File: config.mk
export PLATFORM = sky130hd
export DESIGN_NAME = qed_instruction_dup
export DESIGN_NICKNAME = d
export VERILOG_FILES = /design/src/rtl/qed_instruction_dup.sv
export SDC_FILE = /design/constraint.sdc
export NUM_CORES = 1
export LEC_CHECK = 0
export CAP_MARGIN = 20
export CORE_MARGIN = 2
export CORE_UTILIZATION = 45
export DETAILED_ROUTE_END_ITERATION = 12
export PLACE_DENSITY_LB_ADDON = 0.3
export SETUP_SLACK_MARGIN = 0.2
export SLEW_MARGIN = 20
export SYNTH_ARGS = -nofsm -noshare
export SYNTH_HDL_FRONTEND = slang
export SYNTH_SLANG_ARGS = --single-unit
File: constraint.sdc
create_clock -name clk -period 5 [get_ports clk]
set_clock_uncertainty 0.15 [all_clocks]
set_input_delay 0.75 -clock clk [delete_from_list [all_inputs] [get_ports clk]]
set_output_delay 0.75 -clock clk [all_outputs]
set_load 0.005 [all_outputs]
File: src/rtl/qed_instruction_dup.sv
// SQED instruction duplicator: forwards legal originals while recording them,
// then replays them with register indices remapped into the upper register half.
module qed_instruction_dup #(
    parameter int DEPTH = 16,
    parameter int CNT_W = 5
) (
    input  logic             clk,
    input  logic             reset,
    input  logic [31:0]      instruction,
    input  logic             qed_exec_dup,
    input  logic             stall,
    output logic [31:0]      qed_ifu_instruction,
    output logic             qed_vld_out,
    output logic [CNT_W-1:0] qed_fifo_count,
    output logic             qed_fifo_full,
    output logic             qed_fifo_empty
);

    localparam int          PTR_W = $clog2(DEPTH);
    localparam logic [31:0] NOP   = 32'h0000_0013;
    localparam logic [6:0]  OP_R  = 7'b0110011;
    localparam logic [6:0]  OP_I  = 7'b0010011;
    localparam logic [6:0]  OP_LD = 7'b0000011;
    localparam logic [6:0]  OP_ST = 7'b0100011;

    // Which register fields an opcode actually uses: {rd, rs1, rs2}; 3'b000 means unsupported.
    function automatic logic [2:0] used_fields(input logic [6:0] opcode);
        logic [2:0] u;
        case (opcode)
            OP_R:        u = 3'b111;
            OP_I, OP_LD: u = 3'b110;
            OP_ST:       u = 3'b011;
            default:     u = 3'b000;
        endcase
        return u;
    endfunction

    function automatic logic is_legal(input logic [31:0] ins);
        logic [2:0] u;
        u = used_fields(ins[6:0]);
        return (u != 3'b000) && !(u[2] && ins[11]) && !(u[1] && ins[19]) && !(u[0] && ins[24]);
    endfunction

    // Stored words are legal, so the upper-half bit of each used field is known to be 0.
    function automatic logic [31:0] remap(input logic [31:0] ins);
        logic [2:0]  u;
        logic [31:0] r;
        u     = used_fields(ins[6:0]);
        r     = ins;
        r[11] = ins[11] | (u[2] & (|ins[11:7]));
        r[19] = ins[19] | (u[1] & (|ins[19:15]));
        r[24] = ins[24] | (u[0] & (|ins[24:20]));
        return r;
    endfunction

    logic [31:0]      r_mem [DEPTH];
    logic [PTR_W-1:0] r_wp;
    logic [PTR_W-1:0] r_rp;
    logic [CNT_W-1:0] r_cnt;
    logic [31:0]      r_out;
    logic             r_vld;

    logic [PTR_W-1:0] w_nxt_wp;
    logic [PTR_W-1:0] w_nxt_rp;
    logic [CNT_W-1:0] w_nxt_cnt;
    logic [31:0]      w_nxt_out;
    logic             w_nxt_vld;
    logic             w_push;
    logic             w_full;
    logic             w_empty;

    assign w_full  = (r_cnt == CNT_W'(DEPTH));
    assign w_empty = (r_cnt == {CNT_W{1'b0}});

    // Next-state decision: stall holds everything, otherwise mode picks push or pop.
    always_comb begin
        w_nxt_wp  = r_wp;
        w_nxt_rp  = r_rp;
        w_nxt_cnt = r_cnt;
        w_nxt_out = r_out;
        w_nxt_vld = r_vld;
        w_push    = 1'b0;
        if (stall) begin
            w_push = 1'b0;
        end else if (qed_exec_dup) begin
            if (!w_empty) begin
                w_nxt_out = remap(r_mem[r_rp]);
                w_nxt_vld = 1'b1;
                w_nxt_rp  = r_rp + PTR_W'(1);
                w_nxt_cnt = r_cnt - CNT_W'(1);
            end else begin
                w_nxt_out = NOP;
                w_nxt_vld = 1'b0;
            end
        end else begin
            if (is_legal(instruction) && !w_full) begin
                w_push    = 1'b1;
                w_nxt_out = instruction;
                w_nxt_vld = 1'b1;
                w_nxt_wp  = r_wp + PTR_W'(1);
                w_nxt_cnt = r_cnt + CNT_W'(1);
            end else begin
                w_nxt_out = NOP;
                w_nxt_vld = 1'b0;
            end
        end
    end

    // Control and output registers; reset overrides stall.
    always_ff @(posedge clk) begin
        if (reset) begin
            r_wp  <= {PTR_W{1'b0}};
            r_rp  <= {PTR_W{1'b0}};
            r_cnt <= {CNT_W{1'b0}};
            r_out <= NOP;
            r_vld <= 1'b0;
        end else begin
            r_wp  <= w_nxt_wp;
            r_rp  <= w_nxt_rp;
            r_cnt <= w_nxt_cnt;
            r_out <= w_nxt_out;
            r_vld <= w_nxt_vld;
        end
    end

    // FIFO storage; contents need no reset because the pointers define validity.
    always_ff @(posedge clk) begin
        if (w_push && !reset) begin
            r_mem[r_wp] <= instruction;
        end
    end

    assign qed_ifu_instruction = r_out;
    assign qed_vld_out         = r_vld;
    assign qed_fifo_count      = r_cnt;
    assign qed_fifo_full       = w_full;
    assign qed_fifo_empty      = w_empty;

endmodule
Word-level counts from Yosys, hierarchy flattened
Memory sizes are Yosys's and may differ from the RTL's. A register that Yosys moved wholly into a read port is not among the register bits.
Cells that the tools add are included.
{ "classes": {"n_addsub": 4, "n_eq_ne": 10, "muxes": 22, "bitwise": 9, "n_reduce_logical": 24} }
{ "ops": {"columns": ["op", "n"], "rows": [
  ["$mux 32", 3],
  ["$eq 7x6->1 const B", 4],
  ["$pmux 3 s3", 2],
  ["$mux 3", 5],
  ["$mux 5", 3],
  ["$reduce_or 5->1", 3],
  ["$eq 7x2->1 const B", 2],
  ["$eq 7x5->1 const B", 2],
  ["$reduce_and 3->1", 3],
  ["$add 4x1->4 const B", 2],
  ["$logic_and 1x1->1", 8],
  ["$mux 4", 2],
  ["$mux 1", 7],
  ["$add 5x1->5 const B", 1],
  ["$eq 5x5->1 const B", 1],
  ["$logic_not 1->1", 5],
  ["$logic_not 5->1", 1],
  ["$sub 5x1->5 const B", 1],
  ["$reduce_or 2->1", 2],
  ["$and 1x1->1", 3],
  ["$not 1->1", 3],
  ["$or 1x1->1", 3],
  ["$reduce_bool 3->1", 1],
  ["$ne 2x2->1 const B", 1],
  ["$reduce_bool 2->1", 1]
]} }
{ "word_totals": {"regBits": 46, "ramBits": 512, "inputBits": 36, "output_inout_bits": 40, "elab_cells": 75, "mem_count": 1} }
{ "memory_table": {"columns": ["memory", "words", "width", "rd", "rd_clocked_by_memory_dff", "write_ports", "line_no", "text"], "rows": [
  ["r_mem", 16, 32, 1, 1, 1, "56", "logic [31:0] r_mem [DEPTH];"]
]} }

Logic depth before layout (Yosys ltp)
Gate-level depths: netlist (run 1).
{ "logic_depth": {"ltp_word": 17, "depth_mapped": 9, "ltp_nobuf": 8} }

Worst setup path before layout (run 1)
OpenSTA, ideal clock, no wires.
{ "synth_timing": {"kind": "input to register", "startpoint": "in qed_exec_dup", "endpoint": "mem r_mem[1][0], enable pin", "setup_time_ns": 0.421, "arrival_ns": 3.500, "t_required_ns": 4.429, "path_slack_ns": 0.929, "stages": 6, "n_path_buf": 1, "cell_sequence": "nor4b_1 o2111ai_1 nor3_1 buf_2 nand2_1 nor2_1"} }
{ "synth_via": {"elab_chain_len": 5} }
{ "synth_lines": {"columns": ["item", "line_no", "text"], "rows": [
  ["start: declaration", "10", "input logic qed_exec_dup,"],
  ["$mux 1", "85", "end else if (qed_exec_dup) begin"],
  ["$mux 1", "83", "if (stall) begin"],
  ["$logic_and 1x1->1", "128", "if (w_push && !reset) begin"],
  ["$mux 1", "128", null],
  ["$mux 1 (not written as such)", "129", "r_mem[r_wp] <= instruction;"],
  ["end: declaration", "56", null]
]} }
No other way between the ends.

Final worst setup path (run 1)
{ "layout_timing": {"startpoint": "reg r_cnt[0] (netlist: qed_fifo_count[0])", "endpoint": "out qed_fifo_empty"} }
{ "layout_via": {"elab_chain_len": 1} }
{ "layout_lines": {"columns": ["item", "line_no", "text"], "rows": [
  ["start: declaration", "59", "logic [CNT_W-1:0] r_cnt;"],
  ["start signal: assignment", "114", "r_cnt <= {CNT_W{1'b0}};"],
  ["start signal: assignment", "120", "r_cnt <= w_nxt_cnt;"],
  ["$logic_not 5->1", "73", "assign w_empty = (r_cnt == {CNT_W{1'b0}});"],
  ["end: declaration", "16", "output logic qed_fifo_empty"]
]} }
No other way between the ends.

==> results by group, run 1 <==
Power
  • Internal Power: ~7.6 mW
  • PwrDens: between 300 and 400 nW/um^2
  • Net Sw Frac: 20.61%
  • Power, Total: 9.583 mW
  • Peak VDD IR: roughly 0.25 mV
  • NetSw: roughly 2 mW
  • Clk pwr share: between 40 and 50%
  • Seq pwr share: 53.9%
  • Comb pwr share: 5.2%
  • P_leak: between 7 and 8 nW

Synthesis
  • Asr flop ratio synth: 0%
  • Cells after synthesis: ~1000
  • Main area contributors after synthesis: edfxtp_1, mux4_2, dfxtp_1
  • Mapped Avg Cell Area: between 20 and 25 sq um
  • YS warnings: 0
  • Synth top area share: 71.30%
  • Post-Synth Simple-Gate Area: ~2.3%
  • Synth Area in Adders: less than 1%
  • Compound-Gate Fraction of Synth Area: ~3.4%
  • Cell taking the most area after synthesis: edfxtp_1
  • XOR/XNOR share of the synthesized area: less than 1%
  • Synthesized cell area: 21560 sq um
  • EDFF count, synth: 512
  • FF+latch count, synth: 562
  • Largest family of logic cells by synthesized area: multiplexers
  • Register area share after synthesis: roughly three quarters
  • Post-synth cell types: 46
  • Mux cell area share after synthesis: between 10% and 20%
  • Syn Nets: roughly 1100
  • Ys flop type: edfxtp_1

Clocking
  • Clk buf depth: 3
  • Post_cts resized: 0
  • Clock transition at the registers of the reported paths: approximately 0.060 ns
  • Root Driver: clkbuf_16
  • CTS H-tree depth: 2
  • Clock sink count: approximately 560
  • Clk_lat worst skew: between 0.5 and 0.6 ns
  • TritonCTS clock tree: done
  • Number of setup buffers added after CTS: 0
  • CTS hold repair buffers: 0
  • Num CTS Buffers: 55

Timing
  • Endpoints failing setup: 0
  • Fmax: around 0.28 GHz
  • TNS Setup: 0 ns
  • Least-Margin Pin Slew: slightly above 0.8 ns
  • Post-route setup slack: 1.478 ns
  • Headroom to the max-slew limit: between 40 and 50%
  • Final Max Slew Viols: 0
  • Crit share post-route: a little over two thirds
  • Final hold vios: 0
  • Tmin final: between 3 and 4 ns
  • RSZ-0062 raised after global routing: no

Setup path
  • Crit path max fanout: 4
  • Crit path arrival time: 2.62 ns
  • Startpoint types: flop
  • Required @ worst endpoint: 4.10 ns
  • Kind of critical path: reg2out
  • Critical Path End Type: output pin

Placed design
  • HPWL after detailed placement: roughly 31000 um
  • GPL Wtd Cong: ~0.76
  • Port bufs: 75
  • Placed cell count: 1700
  • Dpl ws: just under 1 ns

Route
  • Vias per inst: 5.873
  • Final antenna-violating net count: 0
  • Drc violations: 0
  • Via count: around 11000
  • Drt total wl: between 40000 and 50000 um
  • Pre-antenna DRT Iters: 5
  • Iteration-0 DRC Markers: 928
  • Wirelength per Cell: roughly 27 um

Layout
  • Final cell count without fillers: between 1500 and 2000
  • Layout cells sized above 1: about 22%
  • Area grow syn2layout: 16.36%
  • NumNets Final: 1187
  • Antenna Cells: 0
  • Finished Core Util: roughly 53%

Flow run
  • Max-cap check violation count: 0

Status
  • Outcome: finished clean

Floorplan
  • Initial Utilization: 45.36%
  • Rows: 80
  • Core Region: between 40000 and 50000 sq um
  • Die Height: around 220 um
  • Die Wd: roughly 220 um
  • Die area: roughly 50000 sq um
  • I/O Pins: 76

GRT
  • Congestion Overflow GR: 0
  • Number of global-route vias before repair: around 11000
  • Largest net degree at the start of global routing: 62
  • Aggregate global-route resource usage: 20.17%
  • Initial antenna violation count: 2
  • First-pass GRT wire length: around 72000 um

Min path
  • Hold Path Class: reg2reg
==> synth_stat cells (2+ instances only) <==
library cell and instances:
mux2i_1 14, buf_6 8, or3_1 2, dfxtp_1 50
nand2_1 43, edfxtp_1 512, buf_2 13, clkbuf_1 26
buf_4 2, a22o_1 4, ha_1 8, nor2_1 43
inv_1 7, a22oi_1 48, or2_2 2, xnor2_1 6
a211oi_1 3, or4_1 3, o21ai_0 2, nand4_1 3
mux2_2 10, a21oi_1 29, xor2_1 4, mux4_1 19
mux4_2 118, nor2b_1 7, buf_1 3, o211ai_1 11
a221oi_1 3, nor3_1 4
==> cell families after synthesis <==
group | after synthesis
adder cells (fa/ha/maj) | 9
flip-flops | 562
buffers and inverters | 60
XOR/XNOR | 10
AO/OA/AOI/OAI | 107
AND/OR/NAND/NOR | 114
multiplexers | 161
==> placed cells by master (no fill, tap or decap), drive strengths merged, types with 3 or more instances in the layout <==
cell type      count
nor3               5
inv                8
a221oi             3
nor2b              7
a22o               4
ha                 8
dfxtp             50
xor2               4
mux2              10
nor2              43
clkbuf            74
o211ai            11
buf               42
or4                3
mux2i             14
bufinv             4
xnor2              6
clkinv            22
clkdlybuf4s50     73
a21oi             29
a211oi             3
nand2             43
edfxtp           512
mux4             137
a22oi             48
nand4              3
==> path summary, 6_finish.rpt <==
| kind | cells past startpoint | endpoint | start | slack [ns] |
|---|---|---|---|---|
| min reg2reg | 1 | qed_ifu_instruction[4]$_SDFFE_PP1N_ | qed_ifu_instruction[4]$_SDFFE_PP1N_ | 0.34 |
| min | 1 | qed_ifu_instruction[4]$_SDFFE_PP1N_ | qed_ifu_instruction[4]$_SDFFE_PP1N_ | 0.34 |
| max reg2reg | 7 | qed_ifu_instruction[24]$_SDFFE_PP0N_ | flop | 1.54 |
| max | 3 | qed_fifo_empty | qed_fifo_count[0]$_SDFFE_PP0P_ | 1.48 |
==> power by group through the flow <==
stage                     Sequential (mW)  Clock, mW  Combinational, mW
after CTS                            5.17       3.98              0.502
after global placement               5.27          0              0.495
after global routing                 5.17       4.16              0.529
after floorplan                      5.25          0              0.289
after detailed placement             5.27          0              0.501
final                                5.17       3.92              0.495
==> sequential cells by signal, indices dropped and copies added (netlist names), named ones only <==
| name | flops |
|---|---|
| qed_vld_out | 1 |
| r_rp | 4 |
| qed_fifo_count | 5 |
| r_mem | 512 |
| r_wp | 4 |
| qed_ifu_instruction | 32 |
==> worst max-delay path, stage by stage, from the launching register on <==
cell and delay (ns):
dfxtp_1 0.35, or4_1 0.64, nor2_1 0.44, clkdlybuf4s50_1 0.61
==> metal layers <==
layer | part of all wire, % | GRT usage, % | vias to the layer above | wire (um)
met5 | 0 | 0 | - | 0
met3 | 4.9 | 2.674 | 82 | 2444
met2 | 50 | 33.26 | 363 | 24670
met4 | 2.9 | 6.993 | 0 | 1453
li1 | - | - | 4513 | -
met1 | 42 | 27.98 | 5625 | 20940
==> through the flow <==
stage	instance area [sq um]	hold slack, ns
after floorplan	21560	0.3118
after global placement	23400	0.2978
after detailed placement	23400	0.3194
after CTS	25090	0.3344
after global routing	25090	0.3540
final	25090	0.3392
==> cell type report <==
| class | count | area (sq um) |
|---|---|---|
| inverter | 7 | 26.28 |
| tap | 615 | 769.5 |
| clock inverter | 28 | 230.2 |
| timing repair buffer | 115 | 1229 |
| fill | 3605 | 22450 |
| sequential | 562 | 16380 |
| clock buffer | 74 | 1458 |
| multi-input combinational | 401 | 4996 |
Power figures use the tool's default switching activity.
==> inputs of run 2 (changes only) <==
clock period = 2.9 ns   (was 5 ns; I/O delays follow)
==> run 2 against run 1 <==
Against the previous run: sequential share of layout area down 3.0 points; critical path type is now reg2reg; cell count up 4.6%; register-to-register slack got worse by 1.5 ns; die area unchanged; via count up 3.9%; setup slack worse by 1.4 ns; hold slack worse by 0.19 ns; critical path depth grew 7.
==> results by group, run 2 (synthesis gave the netlist of run 1 again) <==
Layout
  • Layout cells sized above 1: between 30 and 40%
  • Largest Register: r_mem
  • NumNets Final: roughly 1300
  • Most frequent cells in the layout: edfxtp_1, mux4_2, buf_4
  • Fin area: ~26000 sq um
  • Most common cell after layout, fill and taps aside: edfxtp_1
  • Antenna Cells: 0
  • Finished Core Util: a little under three fifths
  • Max FFs per register: a little over 500
  • Area grow syn2layout: 22.01%

Power
  • Clk pwr share: between 40 and 50%
  • PwrDens: between 600 and 700 nW/um^2
  • Seq pwr share: roughly 53%
  • Internal Power: about 14 mW
  • P_leak: 8.180 nW
  • Net Sw Frac: 20.04%
  • NetSw: between 3 and 4 mW
  • Peak VDD IR: 0.4050 mV
  • Comb pwr share: 6.1%

Clocking
  • Clock sink count: 562
  • CTS H-tree depth: 2
  • CTS hold repair buffers: 0
  • Root Driver: clkbuf_16
  • Clk buf depth: 3
  • Clk_lat worst skew: between 0.5 and 0.6 ns
  • Clock transition at the registers of the reported paths: approximately 0.060 ns
  • Num CTS Buffers: 54
  • TritonCTS clock tree: done

Placed design
  • HPWL after detailed placement: between 30000 and 40000 um
  • Port bufs: 75
  • Post-DP Area: around 24000 sq um
  • Dpl ws: -0.7989 ns
  • GPL Wtd Cong: 0.8125

Timing
  • Least-Margin Pin Slew: around 0.90 ns
  • Final hold vios: 0
  • Post-route setup slack: 0.07527 ns
  • Final Max Slew Viols: 0
  • Fmax: ~0.35 GHz
  • RSZ-0062 raised after global routing: yes
  • Hold_ws: roughly 0.15 ns
  • Tmin final: 2.825 ns
  • Endpoints failing setup: 0
  • Crit share post-route: between 90 and 100%
  • TNS Setup: 0 ns
  • Headroom to the max-slew limit: about two fifths

Floorplan
  • I/O Pins: 76
  • Rows: 80
  • Initial Utilization: between 40% and 50%
  • Die Wd: roughly 220 um
  • Die area: between 40000 and 50000 sq um
  • Core Region: between 40000 and 50000 sq um
  • Die Height: 222.9 um

Setup path
  • Startpoint types: flop
  • Worst path cell trace: buf_12, buf_16, buf_6, mux4_2, a22oi_2, buf_4, nand2_2, or4_4, nand4_1, a211oi_2
  • Crit path arrival time: 3.13 ns
  • CP peak stage delay: around 0.6 ns
  • Number of cells on the critical path: 10
  • Critical Path End Type: flop
  • Worst path top cell family by delay: simple AND/OR/NAND/NOR gates
  • Slowest-stage cell, CP: or4_4
  • Crit path max fanout: 5
  • Buffers and inverters on the worst path: 4
  • Required @ worst endpoint: roughly 3.2 ns
  • Kind of critical path: reg2reg
  • Worst R2R Path Depth: 10

Min path
  • Hold Path Depth: 3
  • Hold Path Class: in2reg

Route
  • Final antenna-violating net count: 0
  • Wirelength per Cell: 26.76 um
  • Pre-antenna DRT Iters: 5
  • Iteration-0 DRC Markers: about 1100
  • Vias per inst: 5.833
  • Drt total wl: around 50000 um
  • Via count: ~11000
  • Drc violations: 0

Flow run
  • Max-cap check violation count: 0

GRT
  • Largest net degree at the start of global routing: 35
  • Number of global-route vias before repair: 11290
  • Aggregate global-route resource usage: between 20% and 30%
  • Initial antenna violation count: 0
  • First-pass GRT wire length: about 74000 um
  • Congestion Overflow GR: 0

Status
  • Outcome: finished clean
run 2: cell types whose count changed in the layout (fill, tap and decap cells not counted), moves of 4 or more:
cell / previous run / this run
buf_6: 0 / 4
buf_12: 15 / 40
mux4_1: 19 / 14
nand2_2: 0 / 4
clkbuf_8: 1 / 5
buf_4: 25 / 78
a22oi_1: 48 / 38
nand2_1: 43 / 39
clkinv_1: 13 / 7
mux4_2: 118 / 123
a22oi_2: 0 / 10
run 2: worst paths after layout:
kind                                       start                                   end  slack [ns]
min                                        stall              qed_vld_out$_SDFFE_PP0N_        0.15
max                                         flop  qed_ifu_instruction[11]$_SDFFE_PP0N_        0.08
min reg2reg  qed_ifu_instruction[4]$_SDFFE_PP1N_   qed_ifu_instruction[4]$_SDFFE_PP1N_        0.32
max reg2reg                                 flop  qed_ifu_instruction[11]$_SDFFE_PP0N_        0.08
run 2: power by group through the flow:
stage | clock, mW | sequential (mW) | combinational (mW)
2_1_floorplan | 0 | 9.05 | 0.501
3_3_place_gp | 0 | 9.06 | 0.942
3_5_place_dp | 0 | 9.06 | 0.955
4_1_cts | 7.14 | 8.89 | 1.03
5_1_grt | 7.44 | 8.89 | 1.10
6_report | 7.01 | 8.89 | 1.03
run 2: through the flow:
step                power (mW)  cells
detailed placement       10.01   1769
CTS                      17.05   1883
finish                   16.93   1885
global placement         9.998   1769
floorplan                9.547   1023
global route             17.43   1885
run 2: worst min-delay path: stages:
cell	delay, ns
buf_2	0.23
nand2_1	0.10
a21oi_1	0.06
run 2: layout make-up:
class                      instances  area, sq um
inverter                           7        26.28
fill                            3520        21240
clock inverter                    21        226.5
clock buffer                      79         1559
multi-input combinational        401         5106
timing repair buffer             200         2235
tap                              615        769.5
sequential                       562        16390
run 2: repair_timing:
action / CTS / global route
pin swaps: 5 / 8
cloned: 1 / 0
resized for setup: 27 / 18
endpoints found under the setup margin: 545 / 41
buffers inserted: 13 / 2
run 2: routing by layer:
layer | track usage (%) | part of all wire (%) | routed length (um)
met4 | 5.954 | 2.1 | 1069
met1 | 29.84 | 44 | 22060
met5 | 2.248 | 0.31 | 154
met2 | 31.69 | 47 | 23570
met3 | 4.188 | 7.1 | 3593
==> inputs of run 3 (changes only) <==
CTS_CLUSTER_DIAMETER = 30   (was default)
==> run 3 against run 2 <==
Against the previous run: count of clock-buffer cells in the layout up 25; core utilization increased by 3.0 points; combinational power barely moved; flip-flop and latch count stayed put; final area up 5.5%; register-to-register slack barely moved; cell count rose by 4.0%; critical path depth shrank 4; global-route usage increased by 0.72 points; critical endpoint is now qed_ifu_instruction[19]$_SDFFE_PP0N_; highest routed layer unchanged.
==> results by group, run 3 (synthesis gave the netlist of run 1 again) <==
Status
  • Outcome: finished clean

Timing
  • Crit share post-route: a little over nine tenths
  • Endpoints failing setup: 0
  • RSZ-0062 raised after global routing: yes
  • Fmax: roughly 0.36 GHz
  • Final Max Slew Viols: 0
  • Hold_ws: about 0.13 ns
  • Post-route setup slack: 0.08893 ns
  • Headroom to the max-slew limit: 37.36%
  • Final hold vios: 0
  • Least-Margin Pin Slew: between 0.9 and 1 ns
  • Tmin final: 2.811 ns

Clocking
  • CTS hold repair buffers: 0
  • CTS H-tree depth: 3
  • Clk buf depth: 3
  • Clock sink count: 562
  • TritonCTS clock tree: done
  • Num CTS Buffers: 95
  • Root Driver: clkbuf_16
  • Clock transition at the registers of the reported paths: 0.05 ns
  • Clk_lat worst skew: roughly 0.63 ns

Layout
  • Most common cell after layout, fill and taps aside: edfxtp_1
  • Fill cell count: between 3000 and 4000
  • Fin area: 27750 sq um
  • Antenna Cells: 0
  • Largest Register: r_mem
  • Area grow syn2layout: 28.69%
  • Most frequent cells in the layout: edfxtp_1, mux4_2, clkbuf_16
  • NumNets Final: 1309
  • Finished Core Util: about three fifths
  • Final cell count without fillers: between 1500 and 2000
  • Max FFs per register: 512
  • Layout cells sized above 1: a little over a third

Setup path
  • Worst R2R Path Depth: 6
  • Reg-to-Reg End: qed_ifu_instruction[19]$_SDFFE_PP0N_
  • Worst path cell trace: buf_12, mux4_1, mux4_2, or4_4, nand3_1, a211oi_1
  • CP peak stage delay: just over 0.6 ns
  • Startpoint types: flop
  • Crit path max fanout: 8
  • Setup crit end: qed_ifu_instruction[19]$_SDFFE_PP0N_
  • Kind of critical path: reg2reg
  • Slowest-stage cell, CP: or4_4
  • Required @ worst endpoint: 3.22 ns
  • Critical Path End Type: flop
  • Flop2flop setup slack: around 0.089 ns
  • Crit path arrival time: ~3.1 ns

GRT
  • Largest net degree at the start of global routing: 35
  • Aggregate global-route resource usage: between 20% and 30%
  • Initial antenna violation count: 0
  • Congestion Overflow GR: 0
  • First-pass GRT wire length: between 70000 and 80000 um
  • Number of global-route vias before repair: 11720

Min path
  • Hold Path Class: in2reg

Power
  • Peak VDD IR: ~0.44 mV
  • P_leak: between 8 and 9 nW
  • PwrDens: roughly 760 nW/um^2

Placed design
  • Port bufs: 75
  • Placed cell count: around 1800
  • Dpl ws: -0.7989 ns
  • GPL Wtd Cong: between 0.8 and 0.9
  • Post-DP Area: 24230 sq um
  • HPWL after detailed placement: 31210 um

Floorplan
  • Initial Utilization: between 40% and 50%
  • Die area: approximately 50000 sq um
  • Core Region: 47550 sq um
  • Die Height: 222.9 um
  • Rows: 80
  • Die Wd: roughly 220 um
  • I/O Pins: 76

Route
  • Wirelength per Cell: 26.47 um
  • Pre-antenna DRT Iters: 8
  • Vias per inst: around 5.8
  • Via count: 11350
  • Iteration-0 DRC Markers: between 1000 and 1500
  • Drt total wl: roughly 52000 um
  • Final antenna-violating net count: 0
  • Drc violations: 0

Flow run
  • Max-cap check violation count: 0
run 3: changes by cell type in the layout (fill, tap and decap cells not counted), sizes merged:
cell,change
buf,-4
dlygate4sd2,+1
clkbuf,+27
dlymetal6s2s,-1
clkinvlp,+14
bufinv,+6
inv,+18
clkdlybuf4s15,-1
clkinv,+16
run 3: worst min-delay path by stage:
stage                                        start                                   to  slack (ns)  cells after the start
6_report                                     stall             qed_vld_out$_SDFFE_PP0N_        0.13                      3
5_1_grt                                      stall             qed_vld_out$_SDFFE_PP0N_        0.13                      3
4_1_cts                                      stall             qed_vld_out$_SDFFE_PP0N_        0.08                      3
3_5_place_dp   qed_ifu_instruction[4]$_SDFFE_PP1N_  qed_ifu_instruction[4]$_SDFFE_PP1N_        0.31                      1
3_3_place_gp   qed_ifu_instruction[4]$_SDFFE_PP1N_  qed_ifu_instruction[4]$_SDFFE_PP1N_        0.30                      1
2_1_floorplan             qed_vld_out$_SDFFE_PP0N_             qed_vld_out$_SDFFE_PP0N_        0.31                      2
run 3: cell type report:
cell class | instances | area, sq um | area share, %
sequential | 562 | 16390 | 59.05
timing repair buffer | 197 | 2213 | 7.976
tap | 615 | 769.5 | 2.773
multi-input combinational | 401 | 5095 | 18.36
inverter | 7 | 26.28 | 0.09468
clock inverter | 75 | 827.0 | 2.980
clock buffer | 104 | 2432 | 8.765
run 3: power breakdown:
part | leakage [nW] | internal, mW | total (mW) | switching [mW]
Combinational | 2.28 | 0.520 | 1.03 | 0.507
Sequential | 5.01 | 8.87 | 8.90 | 0.0317
Clock | 1.55 | 7.15 | 11.2 | 4.05
Total | 8.84 | 16.5 | 21.1 | 4.59
run 3: critical path: cells and delay by family (launching register included):
| family | cells | cell delay [ns] |
|---|---|---|
| buffers and inverters | 1 | 0.17 |
| muxes | 2 | 1.10 |
| and+or+nand+nor | 2 | 0.75 |
| DFF | 1 | 0.41 |
| AOI/OAI and AO/OA | 1 | 0.08 |
run 3: through the flow:
stage / power, mW / setup TNS [ns]
6_report: 21.13 / 0
5_1_grt: 21.69 / 0
4_1_cts: 21.25 / 0
3_5_place_dp: 10.01 / -380.93
3_3_place_gp: 9.998 / -381.48
2_1_floorplan: 9.547 / 0
run 3: repair_timing:
item | 4_1_cts | 5_1_grt
pin swaps | 12 | 6
gates resized for setup | 33 | 13
hold endpoints to repair | 0 | 0
cloned | 0 | 1
endpoints found under the setup margin | 545 | 484
buffers inserted | 11 | 1
run 3: metal layers:
metal  vias to the layer above  global-route usage (%)  wire length (um)
met1                      5965                   30.22             22110
met3                        93                   4.728              4037
met5                         -                   2.346               166
met2                       498                   32.82             24470
met4                         2                   6.971              1134
li1                       4789                       -                 -
